### src/rtl/fifo_wr_packer.sv
// fifo_wr_packer
// Packs IN_WIDTH-bit beats into OUT_WIDTH-bit words for the write side of an
// async FIFO. Beats fill lanes LSB-first. A word closes on the last lane, on
// in_last, or on flush. A closed word sits in a holding register until the
// FIFO has room. Holding can be refilled on the same edge it drains, so
// back-to-back words write once per cycle.
//
// Build option: define FIFO_WR_PACKER_KEEP_EN to append a per-lane keep mask
// above the packed data on wr_data (bit i set when lane i carries a beat).
module fifo_wr_packer #(
    parameter int IN_WIDTH   = 8,
    parameter int PACK_RATIO = 4,
    localparam int OUT_WIDTH = IN_WIDTH * PACK_RATIO
) (
    input  logic                  wr_clk,
    input  logic                  rst_n,
    input  logic                  in_valid,
    input  logic [IN_WIDTH-1:0]   in_data,
    input  logic                  in_last,
    output logic                  in_ready,
    input  logic                  flush,
    input  logic                  fifo_full,
    output logic                  wr_en,
`ifdef FIFO_WR_PACKER_KEEP_EN
    output logic [OUT_WIDTH+PACK_RATIO-1:0] wr_data,
`else
    output logic [OUT_WIDTH-1:0]  wr_data,
`endif
    output logic [15:0]           words_written
);

    localparam int LANE_W = (PACK_RATIO > 1) ? $clog2(PACK_RATIO) : 1;

    logic [LANE_W-1:0]    lane_q, lane_d;
    logic [OUT_WIDTH-1:0] asm_q, asm_d;
    logic [OUT_WIDTH-1:0] hold_q, hold_d;
    logic                 pending_q, pending_d;
    logic [15:0]          cnt_q, cnt_d;

    logic                 accept;
    logic                 last_lane;
    logic                 close;
    logic [OUT_WIDTH-1:0] merged;

`ifdef FIFO_WR_PACKER_KEEP_EN
    logic [PACK_RATIO-1:0] asm_keep_q, asm_keep_d;
    logic [PACK_RATIO-1:0] hold_keep_q, hold_keep_d;
    logic [PACK_RATIO-1:0] merged_keep;
`endif

    // Handshake and close decision. A flush with nothing in the assembly
    // register, or while stalled, is simply dropped.
    always_comb begin
        in_ready  = !pending_q || !fifo_full;
        wr_en     = pending_q && !fifo_full;
        accept    = in_valid && in_ready;
        last_lane = (lane_q == LANE_W'(PACK_RATIO - 1));
        if (accept) begin
            close = last_lane || in_last || flush;
        end else begin
            close = flush && in_ready && (lane_q != '0);
        end
    end

    // Assembly word including the beat accepted this cycle (if any).
    always_comb begin
        merged = asm_q;
        for (int i = 0; i < PACK_RATIO; i++) begin
            if (accept && (lane_q == LANE_W'(i))) begin
                merged[i*IN_WIDTH +: IN_WIDTH] = in_data;
            end
        end
    end

`ifdef FIFO_WR_PACKER_KEEP_EN
    // Keep mask tracks which lanes of the assembly word hold beats.
    always_comb begin
        merged_keep = asm_keep_q;
        for (int i = 0; i < PACK_RATIO; i++) begin
            if (accept && (lane_q == LANE_W'(i))) begin
                merged_keep[i] = 1'b1;
            end
        end
        asm_keep_d  = asm_keep_q;
        hold_keep_d = hold_keep_q;
        if (close) begin
            asm_keep_d  = '0;
            hold_keep_d = merged_keep;
        end else if (accept) begin
            asm_keep_d  = merged_keep;
        end
    end
`endif

    // Next-state for lane counter, assembly, holding register and counter.
    // Clearing the assembly register on close keeps unfilled lanes at zero.
    always_comb begin
        lane_d    = lane_q;
        asm_d     = asm_q;
        hold_d    = hold_q;
        pending_d = pending_q;
        cnt_d     = cnt_q;
        if (close) begin
            lane_d    = '0;
            asm_d     = '0;
            hold_d    = merged;
            pending_d = 1'b1;
        end else begin
            if (accept) begin
                lane_d = lane_q + LANE_W'(1);
                asm_d  = merged;
            end
            if (wr_en) begin
                pending_d = 1'b0;
            end
        end
        if (wr_en) begin
            cnt_d = cnt_q + 16'd1;
        end
    end

    // State registers.
    always_ff @(posedge wr_clk or negedge rst_n) begin
        if (!rst_n) begin
            lane_q    <= '0;
            asm_q     <= '0;
            hold_q    <= '0;
            pending_q <= 1'b0;
            cnt_q     <= '0;
        end else begin
            lane_q    <= lane_d;
            asm_q     <= asm_d;
            hold_q    <= hold_d;
            pending_q <= pending_d;
            cnt_q     <= cnt_d;
        end
    end

`ifdef FIFO_WR_PACKER_KEEP_EN
    // Keep-mask registers.
    always_ff @(posedge wr_clk or negedge rst_n) begin
        if (!rst_n) begin
            asm_keep_q  <= '0;
            hold_keep_q <= '0;
        end else begin
            asm_keep_q  <= asm_keep_d;
            hold_keep_q <= hold_keep_d;
        end
    end

    assign wr_data = {hold_keep_q, hold_q};
`else
    assign wr_data = hold_q;
`endif

    assign words_written = cnt_q;

endmodule

### config.mk
export PLATFORM = sky130hd
export DESIGN_NAME = fifo_wr_packer
export DESIGN_NICKNAME = d
export VERILOG_FILES = /design/src/rtl/fifo_wr_packer.sv
export SDC_FILE = /design/constraint.sdc
export NUM_CORES = 1
export LEC_CHECK = 0
export CAP_MARGIN = 20
export CORE_AREA = 2 2 89 74
export CTS_BUF_LIST = sky130_fd_sc_hd__clkbuf_8
export CTS_CLUSTER_SIZE = 8
export DETAILED_ROUTE_END_ITERATION = 16
export DIE_AREA = 0 0 91 76
export MAX_ROUTING_LAYER = met4
export PLACE_DENSITY = 0.88
export SYNTH_ARGS = -nofsm -noshare
export SYNTH_HDL_FRONTEND = slang
export SYNTH_SLANG_ARGS = --single-unit
### constraint.sdc
create_clock -name wr_clk -period 2.6 [get_ports wr_clk]
set_clock_uncertainty 0.05 [all_clocks]
set_input_delay 0.39 -clock wr_clk [delete_from_list [all_inputs] [get_ports wr_clk]]
set_output_delay 0.39 -clock wr_clk [all_outputs]
set_load 0.03 [all_outputs]
==> impl_summary.txt <==
----------------------------------------------------
[Global route]
  Number of global-route vias before repair ... 2343
  Largest net degree at the start of global routing ... 97
  Initial antenna violation count ... 0
  Total global routing track utilization ... 22.4%
  First-pass GRT wire length ... 11700 µm
  Total congestion overflow after global routing ... 0

[Timing]
  Number of hold-slack violations in the final timing report ... 11
  Setup Viol. Count Final ... 0
  Actual transition at the worst max-transition pin ... 591 ps
  Max-slew headroom ... 60.6%
  Highest clock rate ... 451 MHz
  Final Slew Violations ... 0
  RSZ-0062 raised after global routing ... no
  Final setup margin ... 381 ps
  Final worst path period need ... 2220 ps
  WHS ... -8.48 ps
  Final sum of negative setup slack ... 0 ps
  Final cycle utilization of the critical path ... 85.4%

[Floorplanning]
  # rows ... 26
  Initial standard-cell utilization of the core ... 55.4%
  Core region area ... 0.00612 mm²
  Die Footprint ... 0.00692 mm²
  Number of top-level pins ... 64
  Overall die width ... 91 µm
  DIE HEIGHT ... 76 µm

[Route]
  Sum of routed wire segments on met1 ... 3200 µm
  Length of routed met2 wiring ... 3300 µm
  Final WL ... 6890 µm
  Number of violations reported at the end of detailed-routing iteration 0 ... 97
  Vias after detailed routing ... 2318
  DR WL/cell ... 15.4 µm
  Top layer used by detailed routing ... met4
  Pre-Repair DR Iteration Count ... 4
  Via-per-instance ratio ... 5.19
  Detail Route Antenna Nets ... 0
  Post-route DRC ... 0
  Routed met3 length ... 343 µm

[Finish]
  Synth-to-Final Area Change ... 25.5%
  Sequential cell area in the final layout ... 0.00208 mm²
  Fin area ... 0.00426 mm²
  Most common cell after layout, fill and taps aside ... sky130_fd_sc_hd__dfrtp_1
  Number of antenna diodes ... 0
  Area used by multi-input combinational logic ... 0.00121 mm²
  Number of nets in the finished design ... 377
  Final core utilization ... 69.6%
  Number of fill cells in the layout ... 462
  Most used cells in the layout excluding fill and tap cells ... 83 x sky130_fd_sc_hd__dfrtp_1, 62 x sky130_fd_sc_hd__clkdlybuf4s50_1, 60 x sky130_fd_sc_hd__nor2_1
  Share of post-route cells with drive strength above 1 ... 7.71%

[Critical path]
  Data arrival at the endpoint of the critical path ... 1780 ps
  Type of element launching the critical path ... input port
  Crit path kind ... in2out
  Type of element capturing the critical path ... output port
  Maximum fanout encountered on the critical timing path ... 4
  CP Data Required Time ... 2160 ps

[Clocking]
  # hold bufs at CTS ... 0
  TritonCTS clock tree ... yes
  Count of H-tree levels built during CTS ... 3
  Worst-case clock buffer depth ... 2
  Post-CTS Resized ... 0
  Total CTS buffers ... 9
  Setup Fix Bufs, Post-CTS ... 0
  Clock net sink count ... 83
  Clock network latency to the later pin of the worst-skew pair ... 340 ps
  Buffer cell driving the clock tree root ... sky130_fd_sc_hd__clkbuf_8
  Clock-pin slew on the worst setup and hold paths ... 80 ps

[Synth]
  Synth area leader ... sky130_fd_sc_hd__dfrtp_1
  Top cells by area in the synthesized netlist ... sky130_fd_sc_hd__dfrtp_1 61%, sky130_fd_sc_hd__mux2i_1 9.4%, sky130_fd_sc_hd__nor2_1 6.6%
  Mapped Avg Cell Area ... 11.6 µm²
  Number of warnings issued by yosys ... 0
  Number of synthesized register bits ... 83
  Fraction of the yosys area taken by sequential cells ... 61.3%
  Mapped Area ... 0.00339 mm²
  Post-synth top area share ... 61.3%
  Mapped Cells ... 292
  Synth cell types ... 28
  Post-synth net total ... 311

[Outcome]
  Run status ... finished, violations left
  Violations in the final reports ... hold timing

[Hold path]
  Class of the tightest hold or removal check ... in2async

[Placed design]
  Port bufs ... 63
  Pre-CTS setup slack ... 393 ps
  Cell Area, Placed ... 0.00408 mm²
  Global placement routability congestion ... 0.926
  Final HPWL from detailed placement ... 4650 µm

[Pwr]
  Total power of the final layout ... 3690 µW
  Worst IR Drop VDD ... 0.480 mV
  Leak pwr ... 0.00209 µW
  Total power density per cell area ... 867 mW/mm²

[Run]
  Max-cap check violation count ... 0

----------------------------------------------------
-- critical path: stages --
cell and delay, ps:
sky130_fd_sc_hd__clkdlybuf4s50_1 480, sky130_fd_sc_hd__nor2b_1 200, sky130_fd_sc_hd__clkdlybuf4s50_1 710
-- area by class of cell --
class                      count  area share, %
inverter                       3          0.265
clock buffer                  10           3.23
sequential                    83           48.8
timing repair buffer          67           15.8
tap                           84           2.47
clock inverter                 6          0.970
multi-input combinational    194           28.5
-- worst paths after layout --
path | start | to | slack, ps | depth (start not counted)
setup / recovery | fifo_full | wr_en | 380 | 3
hold / removal | rst_n | wr_data[29] | -8 | 1
setup reg to reg | lane_q[0] | wr_data[30] | 680 | 6
hold reg to reg | words_written[15] | words_written[15] | 430 | 1
max in group asynchronous | rst_n | words_written[4] | 1830 | 2
min in group wr_clk | words_written[15] | words_written[15] | 430 | 1
-- metal layers --
layer | up-vias | track usage (%)
met1 | 1137 | 30.5
met5 | - | -
met3 | 7 | 5.84
met4 | 0 | 5.76
met2 | 60 | 34.3
li1 | 1114 | -
-- through the flow --
step,hold WS (ps),cells
2_1_floorplan,44.4,292
3_3_place_gp,376,431
3_5_place_dp,386,431
4_1_cts,4.29,447
5_1_grt,27.5,447
6_report,-8.48,447
-- flip-flops by register name, summed over array words and instances (netlist names) --
name	count
words_written	16
pending_q	1
asm_q	32
lane_q	2
wr_data	32
-- synthesized netlist by cell type --
library cell and count:
sky130_fd_sc_hd__nor2b_1 10, sky130_fd_sc_hd__mux2_2 1, sky130_fd_sc_hd__buf_6 5, sky130_fd_sc_hd__nor4_2 1, sky130_fd_sc_hd__inv_1 3, sky130_fd_sc_hd__o31a_1 1
sky130_fd_sc_hd__and3_1 1, sky130_fd_sc_hd__nand4b_1 1, sky130_fd_sc_hd__nand2_2 3, sky130_fd_sc_hd__xnor2_1 8, sky130_fd_sc_hd__mux2i_1 32, sky130_fd_sc_hd__and4_1 2
sky130_fd_sc_hd__ha_1 5, sky130_fd_sc_hd__a21boi_2 1, sky130_fd_sc_hd__nand2_1 11, sky130_fd_sc_hd__nor3_1 4, sky130_fd_sc_hd__nand4_1 3, sky130_fd_sc_hd__xor2_1 7
sky130_fd_sc_hd__buf_2 4, sky130_fd_sc_hd__clkbuf_1 2, sky130_fd_sc_hd__buf_4 1, sky130_fd_sc_hd__o21a_1 1, sky130_fd_sc_hd__nand4_4 1, sky130_fd_sc_hd__nand3_1 5
sky130_fd_sc_hd__o21ai_0 4, sky130_fd_sc_hd__nor2_1 60, sky130_fd_sc_hd__a21oi_1 32, sky130_fd_sc_hd__dfrtp_1 83
-- power by group --
group          leakage [µW]  switching, µW  internal (µW)
Combinational      0.000929            700            482
Clock             0.0000901            451            373
Sequential          0.00107            175           1510
-- kinds of logic after synthesis --
logic type      count (synthesis)  share of synthesized area [%]
compound gates                 39                           6.13
xor+xnor                       15                           3.87
fa+ha+maj                       5                           1.85
buf+inv                        15                           3.03
flops                          83                           61.3
mux                            33                           9.78
simple gates                  102                           14.1
(Power assumes the default switching activity.)
